--- src/rtl/game_click_port.sv ---
// game_click_port
//   Click interface for the minesweeper processor. A raw push-button is synchronised
//   and debounced. Each rising edge of the debounced level is one click. A click taken
//   while idle freezes the clamped cursor position and raises pressed. The click is held
//   until the processor clears it with pr_reset. Clicks that arrive while a click is
//   already held are dropped and counted in a saturating counter.
//
// Ports
//   clock_i        master clock, all state on the rising edge
//   reset_i        asynchronous, active-low reset
//   btn_raw_i      asynchronous push-button, 1 = held
//   cursor_x_i     live cursor x pixel (10 bits)
//   cursor_y_i     live cursor y pixel (9 bits)
//   pr_reset_i     processor clrp strobe: click consumed, clear pressed
//   nowCheck_i     processor nck strobe: click is being evaluated
//   pressed_o      1 = unconsumed click held
//   x_game_o       captured x, stable while pressed_o = 1
//   y_game_o       captured y, stable while pressed_o = 1
//   checking_o     1 = the processor is evaluating the held click
//   drop_count_o   saturating count of clicks lost while a click was held

module game_click_port #(
  parameter int DEBOUNCE_CYCLES = 250000,
  parameter int X_MAX           = 639,
  parameter int Y_MAX           = 479
) (
  input  logic       clock_i,
  input  logic       reset_i,
  input  logic       btn_raw_i,
  input  logic [9:0] cursor_x_i,
  input  logic [8:0] cursor_y_i,
  input  logic       pr_reset_i,
  input  logic       nowCheck_i,
  output logic       pressed_o,
  output logic [9:0] x_game_o,
  output logic [8:0] y_game_o,
  output logic       checking_o,
  output logic [7:0] drop_count_o
);

  localparam int              CW       = $clog2(DEBOUNCE_CYCLES);
  localparam logic [CW-1:0]   CNT_LAST = CW'(DEBOUNCE_CYCLES - 1);
  localparam logic [9:0]      X_LIM    = 10'(X_MAX);
  localparam logic [8:0]      Y_LIM    = 9'(Y_MAX);

  typedef enum logic [1:0] {
    IDLE  = 2'd0,
    HELD  = 2'd1,
    CHECK = 2'd2
  } state_e;

  logic          syncMeta_q, syncLvl_q;
  logic          debLvl_q, debLvl_d;
  logic          debPrev_q;
  logic [CW-1:0] cnt_q, cnt_d;
  state_e        state_q, state_d;
  logic [9:0]    xGame_q, xGame_d;
  logic [8:0]    yGame_q, yGame_d;
  logic [7:0]    dropCnt_q, dropCnt_d;
  logic          click;
  logic          accept;
  logic          drop;
  logic [9:0]    xClamp;
  logic [8:0]    yClamp;

  // Two-flop synchroniser plus debounced level and its one-cycle-delayed copy.
  always_ff @(posedge clock_i or negedge reset_i) begin
    if (!reset_i) begin
      syncMeta_q <= 1'b0;
      syncLvl_q  <= 1'b0;
      debLvl_q   <= 1'b0;
      debPrev_q  <= 1'b0;
      cnt_q      <= '0;
    end else begin
      syncMeta_q <= btn_raw_i;
      syncLvl_q  <= syncMeta_q;
      debLvl_q   <= debLvl_d;
      debPrev_q  <= debLvl_q;
      cnt_q      <= cnt_d;
    end
  end

  // The counter only runs while the synced level disagrees with the accepted level;
  // any bounce back to agreement restarts the stability window from zero.
  always_comb begin
    cnt_d    = cnt_q;
    debLvl_d = debLvl_q;
    if (syncLvl_q == debLvl_q) begin
      cnt_d = '0;
    end else if (cnt_q == CNT_LAST) begin
      debLvl_d = ~debLvl_q;
      cnt_d    = '0;
    end else begin
      cnt_d = cnt_q + 1'b1;
    end
  end

  assign click  = debLvl_q & ~debPrev_q;
  assign xClamp = (cursor_x_i > X_LIM) ? X_LIM : cursor_x_i;
  assign yClamp = (cursor_y_i > Y_LIM) ? Y_LIM : cursor_y_i;

  always_ff @(posedge clock_i or negedge reset_i) begin
    if (!reset_i) begin
      state_q   <= IDLE;
      xGame_q   <= '0;
      yGame_q   <= '0;
      dropCnt_q <= '0;
    end else begin
      state_q   <= state_d;
      xGame_q   <= xGame_d;
      yGame_q   <= yGame_d;
      dropCnt_q <= dropCnt_d;
    end
  end

  // A click colliding with pr_reset in HELD/CHECK is still a drop: the click edge
  // belonged to the old hold, so a fresh press is needed after returning to IDLE.
  always_comb begin
    state_d = state_q;
    accept  = 1'b0;
    drop    = 1'b0;
    unique case (state_q)
      IDLE: begin
        if (click) begin
          accept  = 1'b1;
          state_d = HELD;
        end
      end
      HELD: begin
        drop = click;
        if (pr_reset_i) begin
          state_d = IDLE;
        end else if (nowCheck_i) begin
          state_d = CHECK;
        end
      end
      CHECK: begin
        drop = click;
        if (pr_reset_i) begin
          state_d = IDLE;
        end
      end
      default: begin
        state_d = IDLE;
      end
    endcase
  end

  always_comb begin
    xGame_d   = xGame_q;
    yGame_d   = yGame_q;
    dropCnt_d = dropCnt_q;
    if (accept) begin
      xGame_d = xClamp;
      yGame_d = yClamp;
    end
    if (drop && (dropCnt_q != 8'hFF)) begin
      dropCnt_d = dropCnt_q + 8'd1;
    end
  end

  assign pressed_o    = (state_q != IDLE);
  assign checking_o   = (state_q == CHECK);
  assign x_game_o     = xGame_q;
  assign y_game_o     = yGame_q;
  assign drop_count_o = dropCnt_q;

endmodule

--- config.mk ---
export PLATFORM = sky130hd
export DESIGN_NAME = game_click_port
export DESIGN_NICKNAME = d
export VERILOG_FILES = /design/src/rtl/game_click_port.sv
export SDC_FILE = /design/constraint.sdc
export NUM_CORES = 1
export LEC_CHECK = 0
export ABC_AREA = 0
export BUFFER_PORTS_ARGS = -buffer_cell sky130_fd_sc_hd__buf_2
export CORE_MARGIN = 10
export CORE_UTILIZATION = 50
export DETAILED_ROUTE_END_ITERATION = 8
export PLACE_DENSITY_LB_ADDON = 0.05
export SYNTH_ARGS = -nofsm -noshare
export SYNTH_HDL_FRONTEND = slang
export SYNTH_SLANG_ARGS = --single-unit
--- constraint.sdc ---
create_clock -name clock_i -period 3.1 [get_ports clock_i]
set_input_delay 0.62 -clock clock_i [delete_from_list [all_inputs] [get_ports clock_i]]
set_output_delay 0.62 -clock clock_i [all_outputs]
set_load 0.005 [all_outputs]
==> flow_summary.json <==
{
  "num_vias": 1592,
  "grt.total_usage": 0.1208,
  "finalHoldViolCount": 0,
  "die_x_um": 87.56,
  "grt_pass1_wl_mm": 7.410,
  "cap_viol_max_count": 0,
  "yosysTopAreaCell": "dfrtp_1",
  "ant_nets": 0,
  "netlist_area_um2": 2282,
  "r2r-end": "cnt_q[14]",
  "cts_resized": 0,
  "route.detailed.drc": 0,
  "start_kind": "flip-flop",
  "final_cell_mix": "buf_2, dfrtp_1, nand2_1, nor2_1",
  "fp.coreArea_um2": 4384,
  "die_area_um2": 7667,
  "slew_headroom": 0.3989,
  "setup_viol": 0,
  "firstDrtPassIters": 4,
  "outcome": "completed",
  "leakage_uw": 0.001322,
  "fillers": 388,
  "htree_levels": 2,
  "io_buffers": 52,
  "drtIter0Drc": 48,
  "fin_setup_tns_ns": 0,
  "min_period_over_period": 0.6544,
  "layout.nets": 293,
  "rrSetupSlack_ns": 1.07,
  "cp.arrival_ns": 2.18,
  "cts.clk_slew.worst_paths_ns": 0.09,
  "crit_start": "cnt_q[10]",
  "fmax_mhz": 492.9,
  "cts_buffer_depth": 2,
  "viasPerCell": 5.038,
  "crit_fanout": 17,
  "synth_cell_types": 34,
  "ir_worst_vdd_mv": 0.4175,
  "cts_tree": "built",
  "grt-ovfl-total": 0,
  "dpl.hpwl_mm": 3.407,
  "antenna_found_initial": 0,
  "critical_path_class": "reg -> reg",
  "drive_above_1_share": 0.2652,
  "rsz0062_at_grt": "no",
  "row_count": 24,
  "drt_wl_total_mm": 4.497,
  "cts.sinks": 51,
  "syn_inst": 205,
  "grt_max_degree": 34,
  "placed_area_um2": 2606,
  "cts-root-buf": "clkbuf_8",
  "r2r-start": "cnt_q[10]",
  "grt_pass1_vias": 1566,
  "post-route-cell-area_um2": 2688,
  "avgRoutedWirePerCell_um": 14.23,
  "end_kind": "flip-flop",
  "synth_warnings": 0,
  "synth.net_count": 235,
  "clkLatencyLatePin_ns": 0.30,
  "start_util": 0.5205,
  "slew_violations": 0,
  "hold_path_class": "in -> async",
  "fin_skew_ns": 0.005421,
  "hold_buffers": 0,
  "synthTopCellsByArea": "dfrtp_1, o22a_1, xnor2_1",
  "post_cts.repair.setup_buffers": 0,
  "fin_crit_ns": 2.029,
  "yosysSeqAreaShare": 0.5592,
  "die_h_um": 87.56,
  "mostFrequentLayoutCell": "buf_2",
  "antenna_cells": 0,
  "area_delta_synth_final_pct": 17.76,
  "cts-buffers-inserted": 5,
  "synth_top_area_share": 0.5592,
  "ios": 53,
  "reg2reg_depth": 4,
  "syn_avg_cell_area_um2": 11.13,
  "synth_seq_cells": 51,
  "required_ns": 3.25,
  "worst_slew_pin_slew_ns": 0.8986,
  "gp_congestion": 0.8466,
  "power_density_nw_per_um2": 444.3
}
[kinds of logic (layout without fill, tap and decap cells)]
family / after synthesis / count (layout) / synth area share
AO/OA/AOI/OAI: 23 / 23 / 0.08169
XOR/XNOR: 21 / 21 / 0.08059
adder cells (fa/ha/maj): 6 / 6 / 0.03289
buffers and inverters: 13 / 72 / 0.02357
flip-flops: 51 / 51 / 0.5592
multiplexers: 5 / 5 / 0.02357
AND/OR/NAND/NOR: 86 / 86 / 0.1985
[metal layers]
metal  routed length (µm)  GRT usage  vias up
met2                 2230     0.1944       22
li1                     -          -      819
met3                  214    0.04364        6
met1                 1997     0.1473      745
met4                   54    0.03913        0
met5                    0          0        -
[layout make-up]
type                    instances  area (µm²)  share of cell area
multi-input cells             141       952.2              0.3543
clock buffers                   7       76.32             0.02840
clock inverters                 1       5.005            0.001862
repair buffers                 54       275.3              0.1024
flip-flops and latches         51        1276              0.4749
inverters                      10       37.54             0.01397
well taps                      52       65.06             0.02421
[cell usage after synthesis, drive strengths merged]
cell and number:
nand2b 1, nand2 26, nor4b 1, nor4 6
nor2 21, o41ai 1, o22a 12, nand3 11
nor2b 2, o22ai 1, nand4 5, mux2 3
ha 6, clkbuf 1, inv 10, and3 1
dfrtp 51, xor2 9, mux2i 2, xnor2 12
nand3b 2, nor3 6, o21ai 4, or4 1
or3 2, buf 2, and2 1, a21oi 4
o211ai 1
[worst max-delay path: stages, from the launching register on]
cell     delay [ns]
dfrtp_1        0.47
nor4_1         0.31
nand4_1        0.21
o41ai_4        0.77
nor2_1         0.13
[worst max-delay path by stage]
stage / end / slack, ns / cells after the start
floorplan: cnt_q[10] / 1.44 / 5
global placement: cnt_q[9] / 1.12 / 4
detailed placement: cnt_q[14] / 1.04 / 4
CTS: cnt_q[14] / 1.00 / 4
global route: cnt_q[9] / 0.82 / 4
finish: cnt_q[14] / 1.07 / 4
[metrics by stage]
stage,std cells,total power [µW],util,hold slack [ns],setup WS [ns]
final,316,1194,0.6130,0.2416,1.071
after global routing,316,1256,0.6130,0.2651,0.8181
after CTS,316,1213,0.6130,0.2541,1.003
after detailed placement,308,844.1,0.5945,0.3536,1.037
after global placement,308,843.6,0.5945,0.3329,1.119
after floorplan,205,786.0,-,0.3244,1.442
[registers in the layout, summed over array words and instances (netlist names)]
register	cells
debLvl_q	1
debPrev_q	1
syncLvl_q	1
y_game_o	9
state_q	2
syncMeta_q	1
drop_count_o	8
cnt_q	18
x_game_o	10
[power by group]
part / internal (µW) / switching (µW)
Clock: 159 / 208
Sequential: 681 / 10.8
Combinational: 63.3 / 72.6
Total: 903 / 291
No activity file was read; power rests on OpenSTA's default activity.
